<file path="src/rtl/product_accumulator_pkg.sv">
// Shared types and defaults for the product accumulator: FSM state encoding,
// default widths, and the counter-width helper.
package product_accumulator_pkg;

    typedef enum logic {
        ACCUM = 1'b0,
        HOLD  = 1'b1
    } state_e;

    localparam int DEF_PROD_W = 4;
    localparam int DEF_ACC_W  = 8;
    localparam int DEF_COUNT  = 4;

    // Beat counter needs at least one bit even when COUNT is 1.
    function automatic int cnt_width(input int n);
        return (n <= 2) ? 1 : $clog2(n);
    endfunction

endpackage

</file>
<file path="src/rtl/product_accumulator.sv">
// Sums COUNT consecutive unsigned products into one result and presents it on a
// valid/ready output with a sticky per-result overflow flag.
module product_accumulator
    import product_accumulator_pkg::*;
#(
    parameter int PROD_W = DEF_PROD_W,
    parameter int ACC_W  = DEF_ACC_W,
    parameter int COUNT  = DEF_COUNT
) (
    input  logic              clk,
    input  logic              rst_n,
    input  logic              clear,
    input  logic              in_valid,
    output logic              in_ready,
    input  logic [PROD_W-1:0] in_product,
    output logic              out_valid,
    input  logic              out_ready,
    output logic [ACC_W-1:0]  out_sum,
    output logic              out_ovf,
    output state_e            o_dbg_state
);

    // Handshake rule on both sides: a transfer happens on a rising edge where
    // valid && ready are both high; ready never looks at valid, and a valid
    // source holds its payload stable until the transfer completes.

    localparam int CNT_W = cnt_width(COUNT);

    state_e             r_state;
    logic [ACC_W-1:0]   r_acc;
    logic [CNT_W-1:0]   r_cnt;
    logic               r_ovf;
    logic [ACC_W-1:0]   r_out_sum;
    logic               r_out_ovf;
    logic               r_out_valid;

    logic               w_accept;
    logic               w_last;
    logic [ACC_W:0]     w_sum_ext;
    logic               w_carry;

    assign w_accept  = in_valid && (r_state == ACCUM);
    assign w_last    = (r_cnt == CNT_W'(COUNT - 1));
    // One extra bit on the adder captures the carry out of ACC_W.
    assign w_sum_ext = {1'b0, r_acc} + {{(ACC_W + 1 - PROD_W){1'b0}}, in_product};
    assign w_carry   = w_sum_ext[ACC_W];

    always_ff @(posedge clk or negedge rst_n) begin
        if (!rst_n) begin
            r_state     <= ACCUM;
            r_acc       <= '0;
            r_cnt       <= '0;
            r_ovf       <= 1'b0;
            r_out_sum   <= '0;
            r_out_ovf   <= 1'b0;
            r_out_valid <= 1'b0;
        end else if (clear) begin
            r_state     <= ACCUM;
            r_acc       <= '0;
            r_cnt       <= '0;
            r_ovf       <= 1'b0;
            r_out_valid <= 1'b0;
        end else begin
            case (r_state)
                ACCUM: begin
                    if (w_accept) begin
                        if (w_last) begin
                            r_out_sum   <= w_sum_ext[ACC_W-1:0];
                            r_out_ovf   <= r_ovf | w_carry;
                            r_out_valid <= 1'b1;
                            r_state     <= HOLD;
                            r_acc       <= '0;
                            r_cnt       <= '0;
                            r_ovf       <= 1'b0;
                        end else begin
                            r_acc <= w_sum_ext[ACC_W-1:0];
                            r_ovf <= r_ovf | w_carry;
                            r_cnt <= r_cnt + CNT_W'(1);
                        end
                    end
                end
                HOLD: begin
                    if (out_ready) begin
                        r_out_valid <= 1'b0;
                        r_state     <= ACCUM;
                    end
                end
                default: r_state <= ACCUM;
            endcase
        end
    end

    assign in_ready    = (r_state == ACCUM);
    assign out_valid   = r_out_valid;
    assign out_sum     = r_out_sum;
    assign out_ovf     = r_out_ovf;
    assign o_dbg_state = r_state;

endmodule

</file>
<file path="config.mk">
export PLATFORM = sky130hd
export DESIGN_NAME = product_accumulator
export DESIGN_NICKNAME = d
export VERILOG_FILES = /design/src/rtl/product_accumulator_pkg.sv /design/src/rtl/product_accumulator.sv
export SDC_FILE = /design/constraint.sdc
export NUM_CORES = 1
export LEC_CHECK = 0
export CORE_MARGIN = 3
export CORE_UTILIZATION = 36
export DETAILED_ROUTE_END_ITERATION = 6
export GPL_TIMING_DRIVEN = 0
export PLACE_DENSITY = 0.64
export SYNTH_ARGS = -nofsm -noshare
export SYNTH_HDL_FRONTEND = slang
export SYNTH_SLANG_ARGS = --single-unit
</file>
<file path="constraint.sdc">
create_clock -name clk -period 5.5 [get_ports clk]
set_input_delay 1.1 -clock clk [delete_from_list [all_inputs] [get_ports clk]]
set_output_delay 1.1 -clock clk [all_outputs]
set_load 0.03 [all_outputs]
</file>
# Word-level counts from Yosys, hierarchy flattened
# Cells that the tools add are included.
dict set report word_totals {
  ff_bits 22
  input_bits 9
  out_inout_bits 12
  word_cells 44
}
dict set report classes {
  n_addsub 2
  n_eq_ne 5
  n_mux 22
  bitwise_logic 3
  reduce_logical 5
}
# operator n
set ops {}
lappend ops {{two-way mux 8 bit} 4}
lappend ops {{two-way mux 1 bit} 12}
lappend ops {{adder 8 x 4 -> 9 bit} 1}
lappend ops {{two-way mux 2 bit} 4}
lappend ops {{inequality test 3 x 2 -> 1 bit (second input constant)} 2}
lappend ops {{one-hot mux 1 bit (2 select lines)} 2}
lappend ops {{AND reduction 4 bit} 1}
lappend ops {{inequality test 3 bit (second input constant)} 1}
lappend ops {{AND reduction 3 bit} 1}
lappend ops {{adder 2 x 1 -> 2 bit (second input constant)} 1}
lappend ops {{== test 2 bit (second input constant)} 1}
lappend ops {{inequality test 2 bit (second input constant)} 1}
lappend ops {{inverter 1 bit} 2}
lappend ops {{AND reduction 2 bit} 1}
lappend ops {{nonzero test 2 bit} 1}
lappend ops {{logical AND 1 bit} 1}
lappend ops {{OR 1 bit} 1}

# Depth between registers and ports, before layout
# Gate-level depths: netlist of the first run.
dict set report logic_depth {
  ltp_word 6
  ltp_mapped 6
  ltp_nobuf 6
}

# Worst setup path before layout of the first run
# Ideal clock, no wire load.
dict set report synth_path {
  path_type {input -> register}
  startpoint {in in_product[0]}
  endpoint {reg r_acc[4]}
  setup_ps 65
  arrival_ps 2489
  slack_ps 2946
  cell_stages 6
  path_cell_list {ha_1 > fa_1 > a21o_2 > a21oi_1 > a21oi_1 > o21ba_1}
}
dict set report synth_between {
  elab_chain_cells 5
}
# element line
set synth_rtl {}
lappend synth_rtl {{from (decl)} product_accumulator.sv:15} ;# input logic [PROD_W-1:0] in_product,
lappend synth_rtl {{adder 8 x 4 -> 9 bit} product_accumulator.sv:45} ;# assign w_sum_ext = {1'b0, r_acc} + {{(ACC_W + 1 - PROD_W){1'b0}}, in_product};
lappend synth_rtl {{two-way mux 8 bit} product_accumulator.sv:67} ;# if (w_last) begin
lappend synth_rtl {{two-way mux 8 bit} product_accumulator.sv:66} ;# if (w_accept) begin
lappend synth_rtl {{two-way mux 8 bit} product_accumulator.sv:64} ;# case (r_state)
lappend synth_rtl {{two-way mux 8 bit} product_accumulator.sv:57} ;# end else if (clear) begin
lappend synth_rtl {{to (signal assigned)} product_accumulator.sv:76} ;# r_acc <= w_sum_ext[ACC_W-1:0];
lappend synth_rtl {{to (decl)} product_accumulator.sv:30} ;# logic [ACC_W-1:0] r_acc;
# Every way passes these cells. The select of a mux whose other input is x is not followed.
# A chain may end at the register's enable or synchronous reset.

# Worst setup path after layout of the first run
# Ends and elaborated chain as after synthesis.

==> flow_metrics.env, run 1 <==
export IMPL_rsz0062_at_grt="false"
export IMPL_irDropWorstVdd_uv=181
export IMPL_grt_use_total=0.140
export IMPL_synthFlopType="dfrtp_1"
export IMPL_ios=21
export IMPL_leakage_nw=0.659
export IMPL_power_total_mw=0.442
export IMPL_nFillCells=323
export IMPL_clk_latency_ns=0.32
export IMPL_antenna_left=0
export IMPL_arrival_ns=3.12
export IMPL_cp_start_kind="primary input"
export IMPL_cts_root_buf="clkbuf_4"
export IMPL_netlist_instances=114
export IMPL_start_util=0.381
export IMPL_path_clk_slew_ns=0.14
export IMPL_cts_sinks=22
export IMPL_cts_buffer_depth=2
export IMPL_cp_end_kind="register"
export IMPL_ys_ff_latch=22
export IMPL_final_setup_tns_ns=0
export IMPL_status="complete, no violations"
export IMPL_synth_cell_area_mm2=0.00118
export IMPL_grt_overflow=0
export IMPL_gp_congestion=0.764
export IMPL_wirelength_mm=2.57
export IMPL_final_seq_area_um2=551
export IMPL_max_slew_margin_rel=0.331
export IMPL_layout_commonest_cell="dfrtp_1"
export IMPL_crit_fanout=4
export IMPL_grt_pass1_wl_mm=4.42
export IMPL_synth_edff_count=0
export IMPL_drc=0
export IMPL_min_period_over_period=0.518
export IMPL_drtPass1Iterations=4
export IMPL_worst_slew_pin_slew_ns=1.00
export IMPL_yosysTopAreaCell="dfrtp_1"
export IMPL_syn_to_final_growth_pct=25.2
export IMPL_final_nets=153
export IMPL_final_cell_mix="22 x dfrtp_1, 19 x nand2_1, 19 x clkdlybuf4s50_1"
export IMPL_holdCritPathClass="reg -> reg"
export IMPL_ys_seq_area_frac=0.466
export IMPL_holdWs_ns=0.489
export IMPL_power_density_mw_per_mm2=298
export IMPL_finalHoldViolCount=0
export IMPL_antenna_cells=0
export IMPL_port_buffers=19
export IMPL_grt_pass1_vias=945
export IMPL_finalClockSkew_ns=0.00840
export IMPL_synth_top_cell_area_share=0.466
export IMPL_critPathKind="in -> reg"
export IMPL_antenna_found_initial=0
export IMPL_period_minus_slack_ns=2.85
export IMPL_cts_setup_buffers=0
export IMPL_yosysWarnings=0
export IMPL_core_mm2=0.00310
export IMPL_cts_hold_buf=0
export IMPL_cts_resized=0
export IMPL_setup_viol=0
export IMPL_synth_distinct_cells=42
export IMPL_post_dp_hpwl_mm=1.87
export IMPL_max_freq_mhz=351
export IMPL_wl_per_cell_um=14.2
export IMPL_async_flop_share=1.00
export IMPL_vias=937
export IMPL_required_ns=5.77
export IMPL_synth_nets=129
export IMPL_viasPerCell=5.18
export IMPL_grt_max_degree=23
export IMPL_die_area_mm2=0.00401
export IMPL_die_h_um=63.3
export IMPL_cts_inserted_buffers=3
export IMPL_synth_area_top_cells="dfrtp_1 47%, nand2_1 6.0%, ha_1 5.3%"
export IMPL_rows=20
export IMPL_drive_gt1_frac=0.131
export IMPL_cts_htree_levels=1
export IMPL_multi_input_area_um2=592
export IMPL_drt_iter0_markers=22
export IMPL_drv_slew=0
export IMPL_syn_avg_cell_area_um2=10.4
export IMPL_fp_dieW_um=63.3
export IMPL_max_cap_violations=0
export IMPL_cts_tree="done"
[path summary, 6_finish.rpt]
check / end / slack, ns / start / depth (start not counted)
max: r_acc[4] / 2.65 / in_product[0] / 7
min: out_sum[0] / 0.49 / out_sum[0] / 2
max reg2reg: r_acc[4] / 3.45 / r_acc[0] / 6
min reg2reg: out_sum[0] / 0.49 / out_sum[0] / 2
max in group asynchronous: out_sum[7] / 3.58 / rst_n / 1
min in group asynchronous: out_sum[3] / 1.31 / rst_n / 1
[cell type report]
class | instances | area share
Multi-Input combinational cell | 85 | 0.400
Sequential cell | 22 | 0.372
Timing Repair Buffer | 19 | 0.128
Tap cell | 44 | 0.0372
Buffer | 5 | 0.0220
Clock inverter | 1 | 0.0203
Clock buffer | 3 | 0.0152
Inverter | 2 | 0.00507
[power breakdown]
part | leakage [nW] | switching, mW | internal (mW)
clock | 0.0279 | 0.0540 | 0.0737
sequential | 0.299 | 0.0102 | 0.180
combinational | 0.332 | 0.0686 | 0.0556
[Yosys cell counts (all sizes together) (2+ instances only)]
cell type and count:
dfrtp 22, buf 4, a22o 3, nor2 10, o21ba 2, a211oi 2, nand2 19, o21ai 11
a21oi 4, o31ai 4, nand3b 2, o221ai 2, a21o 2, inv 2, ha 5, xnor2 2
[layer usage]
metal,up-vias,global-route usage,wire length [um]
li1,457,-,-
met1,451,0.181,1170
met2,25,0.227,1210
met3,4,0.0481,148
met4,0,0.0270,38
met5,-,0,0
[cells by family after synthesis]
group | after synthesis | share of synthesized area
and+or+nand+nor | 40 | 0.172
AOI/OAI and AO/OA | 34 | 0.218
DFF | 22 | 0.466
buffers and inverters | 7 | 0.0339
adders and majority gates | 6 | 0.0698
xor gates and xnor gates | 3 | 0.0222
muxes | 2 | 0.0180
[registers in the layout, summed over array words and instances, names as in the netlist]
| register | flops |
|---|---|
| out_sum | 8 |
| r_acc | 8 |
| r_cnt | 2 |
| o_dbg_state | 1 |
| out_ovf | 1 |
| out_valid | 1 |
| r_ovf | 1 |
[critical path, cell delays in order]
cell	delay, ns
clkdlybuf4s50_1	0.42
ha_1	0.26
fa_1	0.42
a21o_2	0.24
a21oi_1	0.34
a21oi_1	0.12
o21ba_1	0.21
[through the flow]
step / cells / worst slack, ns / utilization / cell area, um^2
6_report: 181 / 2.65 / 0.477 / 1480
5_1_grt: 181 / 2.62 / 0.477 / 1480
4_1_cts: 181 / 2.66 / 0.477 / 1480
3_5_place_dp: 177 / 2.32 / 0.460 / 1430
3_3_place_gp: 177 / 2.39 / 0.460 / 1430
2_1_floorplan: 114 / 2.95 / - / 1180
No activity file was read; power rests on OpenSTA's default activity.
==> run 2, diff against run 1 <==
--- a/config.mk
+++ b/config.mk
@@ -9,7 +9,7 @@
 export CORE_UTILIZATION = 36
 export DETAILED_ROUTE_END_ITERATION = 6
 export GPL_TIMING_DRIVEN = 0
-export PLACE_DENSITY = 0.64
+export PLACE_DENSITY = 0.66
 export SYNTH_ARGS = -nofsm -noshare
 export SYNTH_HDL_FRONTEND = slang
 export SYNTH_SLANG_ARGS = --single-unit
==> constraint.sdc (replaced) <==
create_clock -name clk -period 2.6 [get_ports clk]
set_input_delay 0.52 -clock clk [delete_from_list [all_inputs] [get_ports clk]]
set_output_delay 0.52 -clock clk [all_outputs]
set_load 0.03 [all_outputs]
==> run 2 against run 1 <==
Against the previous run:
- core utilization fell by 0.52 points
- register-to-register slack got worse by 2.8 ns
- via count rose by 0.96%
- critical path depth did not move
- combinational power rose by 110%
- non-clock buffer count did not move
- global-route usage rose by 0.064 points
- clock skew fell by 0.0045 ns
- clock power rose by 49%
- die area did not move
- critical path type unchanged
- largest cell class unchanged
- largest power group unchanged
==> flow_metrics.env, run 2 (synthesis gave the netlist of run 1 again) <==
export IMPL_status="complete, no violations"
export IMPL_cts_sinks=22
export IMPL_cts_hold_buf=0
export IMPL_arrival_ns=2.47
export IMPL_ios=21
export IMPL_drive_gt1_frac=0.131
export IMPL_max_freq_mhz=453
export IMPL_final_nets=153
export IMPL_grt_pass1_vias=975
export IMPL_cts_root_buf="clkbuf_4"
export IMPL_worst_slew_pin_slew_ns=0.976
export IMPL_r2r_slack_ns=0.61
export IMPL_grt_overflow=0
export IMPL_leakage_nw=0.652
export IMPL_cts_tree="done"
export IMPL_irDropWorstVdd_uv=208
export IMPL_critPathKind="in -> reg"
export IMPL_min_path_cells=2
export IMPL_rows=20
export IMPL_fp_dieW_um=63.3
export IMPL_max_slew_margin_rel=0.348
export IMPL_holdWs_ns=0.415
export IMPL_setup_viol=0
export IMPL_crit_fanout=4
export IMPL_drtPass1Iterations=4
export IMPL_path_clk_slew_ns=0.12
export IMPL_rsz0062_at_grt="false"
export IMPL_place_area_mm2=0.00143
export IMPL_r2r_worst_path_cells=6
export IMPL_finalClockSkew_ns=0.00386
export IMPL_cp_start_kind="primary input"
export IMPL_start_util=0.381
export IMPL_port_buffers=19
export IMPL_core_mm2=0.00310
export IMPL_cts_resized=0
export IMPL_wirelength_mm=2.42
export IMPL_min_period_over_period=0.850
export IMPL_layout_commonest_cell="dfrtp_1"
export IMPL_final_cell_mix="22 x dfrtp_1, 19 x nand2_1, 19 x clkdlybuf4s50_1"
export IMPL_final_seq_area_um2=551
export IMPL_cts_inserted_buffers=3
export IMPL_grt_pass1_wl_mm=4.44
export IMPL_die_area_mm2=0.00401
export IMPL_wl_per_cell_um=13.4
export IMPL_drc=0
export IMPL_post_dp_hpwl_mm=1.83
export IMPL_drv_slew=0
export IMPL_cts_setup_buffers=0
export IMPL_cp_end_kind="register"
export IMPL_nFillCells=336
export IMPL_multi_input_area_um2=592
export IMPL_final_setup_tns_ns=0
export IMPL_antenna_left=0
export IMPL_syn_to_final_growth_pct=23.8
export IMPL_power_density_mw_per_mm2=583
export IMPL_antenna_cells=0
export IMPL_cts_buffer_depth=2
export IMPL_die_h_um=63.3
export IMPL_gp_congestion=0.823
export IMPL_grt_max_degree=23
export IMPL_antenna_found_initial=0
export IMPL_viasPerCell=5.23
export IMPL_grt_use_total=0.140
export IMPL_holdCritPathClass="in -> reg"
export IMPL_clk_latency_ns=0.31
export IMPL_required_ns=2.86
export IMPL_cts_htree_levels=1
export IMPL_finalHoldViolCount=0
export IMPL_vias=946
export IMPL_drt_iter0_markers=29
export IMPL_final_cell_area_mm2=0.00146
export IMPL_max_cap_violations=0
export IMPL_period_minus_slack_ns=2.21
[run 2: metrics by stage]
step	setup slack, ns	cells	power [mW]	util
2_1_floorplan	0.626	114	0.579	-
3_3_place_gp	0.0540	177	0.666	0.460
3_5_place_dp	0.0350	177	0.673	0.460
4_1_cts	0.370	181	0.866	0.472
5_1_grt	0.299	181	0.912	0.472
6_report	0.391	181	0.854	0.472
[run 2: power by group]
| group | internal, mW | switching (mW) |
|---|---|---|
| Sequential | 0.380 | 0.0217 |
| Combinational | 0.117 | 0.144 |
| Clock | 0.0855 | 0.105 |
[run 2: path summary, 6_finish.rpt]
kind                               start    endpoint
setup / recovery           in_product[0]    r_acc[4]
hold / removal                     clear   out_valid
setup reg to reg                r_acc[0]    r_acc[4]
hold reg to reg               out_sum[2]  out_sum[2]
max in group asynchronous          rst_n    r_cnt[1]
min in group asynchronous          rst_n    r_acc[5]
[run 2: cell type report]
type | count | area share
tap | 44 | 0.0376
buffer | 5 | 0.0222
inverter | 2 | 0.00513
sequential | 22 | 0.376
multi-input combinational | 85 | 0.404
clock buffer | 4 | 0.0248
timing repair buffer | 19 | 0.130
[run 2: per-layer routing]
layer	global-route usage	share of wire	wire length, um	up-vias
met4	0.0566	0.014	35	0
met3	0.0303	0.048	117	4
met5	0	0	0	-
li1	-	-	-	455
met1	0.181	0.48	1160	462
met2	0.228	0.46	1100	25
[run 2: worst max-delay path: stages]
cell	delay [ns]
clkdlybuf4s50_1	0.41
ha_1	0.24
fa_1	0.41
a21o_2	0.24
a21oi_1	0.32
a21oi_1	0.11
o21ba_1	0.22
==> run 3, diff against run 2 <==
--- a/config.mk
+++ b/config.mk
@@ -9,7 +9,7 @@
 export CORE_UTILIZATION = 36
 export DETAILED_ROUTE_END_ITERATION = 6
 export GPL_TIMING_DRIVEN = 0
-export PLACE_DENSITY = 0.66
+export PLACE_DENSITY = 0.64
 export SYNTH_ARGS = -nofsm -noshare
 export SYNTH_HDL_FRONTEND = slang
 export SYNTH_SLANG_ARGS = --single-unit
==> constraint.sdc (replaced) <==
create_clock -name clk -period 2.15 [get_ports clk]
set_input_delay 0.43 -clock clk [delete_from_list [all_inputs] [get_ports clk]]
set_output_delay 0.43 -clock clk [all_outputs]
set_load 0.03 [all_outputs]
==> run 3 against run 2 <==
Against the previous run:
- critical endpoint unchanged
- critical path depth did not move
- critical path type unchanged
- clock-buffer cell count fell by 1
- sequential cell count stayed put
- global-route usage is essentially flat
- sequential share of layout area fell by 0.51 points
- register-to-register slack lost 0.40 ns
==> flow_metrics.env, run 3 (synthesis gave the netlist of run 1 again) <==
export IMPL_status="complete, no violations"
export IMPL_grt_pass1_vias=955
export IMPL_placed_cells=177
export IMPL_crit_family="compound AO/OA/AOI/OAI gates"
export IMPL_nFillCells=324
export IMPL_ios=21
export IMPL_path_buf_inv=1
export IMPL_r2r_slack_ns=0.21
export IMPL_final_cell_mix="22 x dfrtp_1, 19 x nand2_1, 19 x clkdlybuf4s50_1"
export IMPL_reg2reg_to="r_acc[4]"
export IMPL_required_ns=2.42
export IMPL_fp_dieW_um=63.3
export IMPL_drt_iter0_markers=23
export IMPL_port_buffers=19
export IMPL_drive_gt1_frac=0.139
export IMPL_vias=930
export IMPL_cts_root_buf="clkbuf_4"
export IMPL_finalHoldViolCount=0
export IMPL_grt_pass1_wl_mm=4.45
export IMPL_worst_slew_pin_slew_ns=1.01
export IMPL_cp_start_kind="primary input"
export IMPL_leakage_nw=0.660
export IMPL_grt_use_total=0.141
export IMPL_timing_rr_start="r_acc[0]"
export IMPL_wl_per_cell_um=14.3
export IMPL_cp_end_kind="register"
export IMPL_period_minus_slack_ns=2.07
export IMPL_holdWs_ns=0.320
export IMPL_die_area_mm2=0.00401
export IMPL_max_freq_mhz=483
export IMPL_cts_sinks=22
export IMPL_wirelength_mm=2.59
export IMPL_crit_path_start="in_product[0]"
export IMPL_irDropWorstVdd_uv=467
export IMPL_min_period_over_period=0.962
export IMPL_rows=20
export IMPL_start_util=0.381
export IMPL_power_density_mw_per_mm2=763
export IMPL_cts_buffer_depth=2
export IMPL_critPathKind="in -> reg"
export IMPL_max_slew_margin_rel=0.328
export IMPL_cts_htree_levels=1
export IMPL_timing_critical_path_to="r_acc[4]"
export IMPL_drtPass1Iterations=4
export IMPL_layout_commonest_cell="dfrtp_1"
export IMPL_place_area_mm2=0.00143
export IMPL_antenna_cells=0
export IMPL_viasPerCell=5.14
export IMPL_final_cell_area_mm2=0.00148
export IMPL_drc=0
export IMPL_die_h_um=63.3
export IMPL_antenna_left=0
export IMPL_crit_fanout=4
export IMPL_clk_latency_ns=0.32
export IMPL_grt_max_degree=23
export IMPL_path_cells="clkdlybuf4s50_1, ha_1, fa_1, a21o_2, a21oi_2, a21oi_1, o21ba_1"
export IMPL_max_stage_delay_ns=0.42
export IMPL_arrival_ns=2.33
export IMPL_slowest_stage="clkdlybuf4s50_1"
export IMPL_final_nets=153
export IMPL_rsz0062_at_grt="false"
export IMPL_gp_congestion=0.764
export IMPL_max_cap_violations=0
export IMPL_power_total_mw=1.13
export IMPL_crit_cells=7
export IMPL_cts_hold_buf=0
export IMPL_syn_to_final_growth_pct=25.5
export IMPL_grt_overflow=0
export IMPL_cts_inserted_buffers=3
export IMPL_r2r_worst_path_cells=6
export IMPL_cts_setup_buffers=0
export IMPL_cts_tree="done"
export IMPL_setup_viol=0
export IMPL_finalClockSkew_ns=0.00844
export IMPL_holdCritPathClass="in -> reg"
export IMPL_core_mm2=0.00310
export IMPL_path_clk_slew_ns=0.13
export IMPL_post_dp_hpwl_mm=1.87
export IMPL_antenna_found_initial=0
export IMPL_final_cells=181
export IMPL_drv_slew=0
export IMPL_final_core_util=0.478
run 3: routing by layer:
metal | wire [um] | global-route usage | vias to the layer above
li1 | - | - | 454
met1 | 1170 | 0.181 | 444
met2 | 1230 | 0.231 | 28
met3 | 146 | 0.0481 | 4
met4 | 38 | 0.0270 | 0
met5 | 0 | 0 | -
run 3: through the flow:
stage | TNS [ns] | setup slack [ns]
after floorplan | 0 | 0.266
after global placement | -1.51 | -0.291
after detailed placement | -1.87 | -0.358
after CTS | 0 | 0.0963
after global routing | 0 | 0.0339
final | 0 | 0.0809
run 3: what timing repair did:
item / 4_1_cts / 5_1_grt
resized for setup: 1 / 0
setup endpoints to repair: 1 / 0
endpoints found under the hold margin: 0 / 0
run 3: report_power, final:
part	switching, mW	internal [mW]	total (mW)
sequential	0.0260	0.459	0.485
clock	0.138	0.189	0.327
combinational	0.177	0.143	0.320
run 3: worst min path at each step:
stage | startpoint | end | slack (ns) | cells after the start
after floorplan | rst_n | o_dbg_state | 0.13 | 0
after global placement | out_sum[1] | out_sum[1] | 0.46 | 2
after detailed placement | out_sum[0] | out_sum[0] | 0.46 | 2
after CTS | clear | r_cnt[1] | 0.31 | 2
after global routing | clear | r_cnt[1] | 0.32 | 2
final | clear | out_valid | 0.32 | 2
run 3: final cells by class:
type	instances	area, um^2	area share
Clock buffer	3	22.5	0.0152
Inverter	2	7.51	0.00506
Tap cell	44	55.1	0.0371
Timing Repair Buffer	19	190	0.128
Clock inverter	1	30.0	0.0202
Multi-Input combinational cell	85	596	0.401
Buffer	5	32.5	0.0219
Sequential cell	22	551	0.371
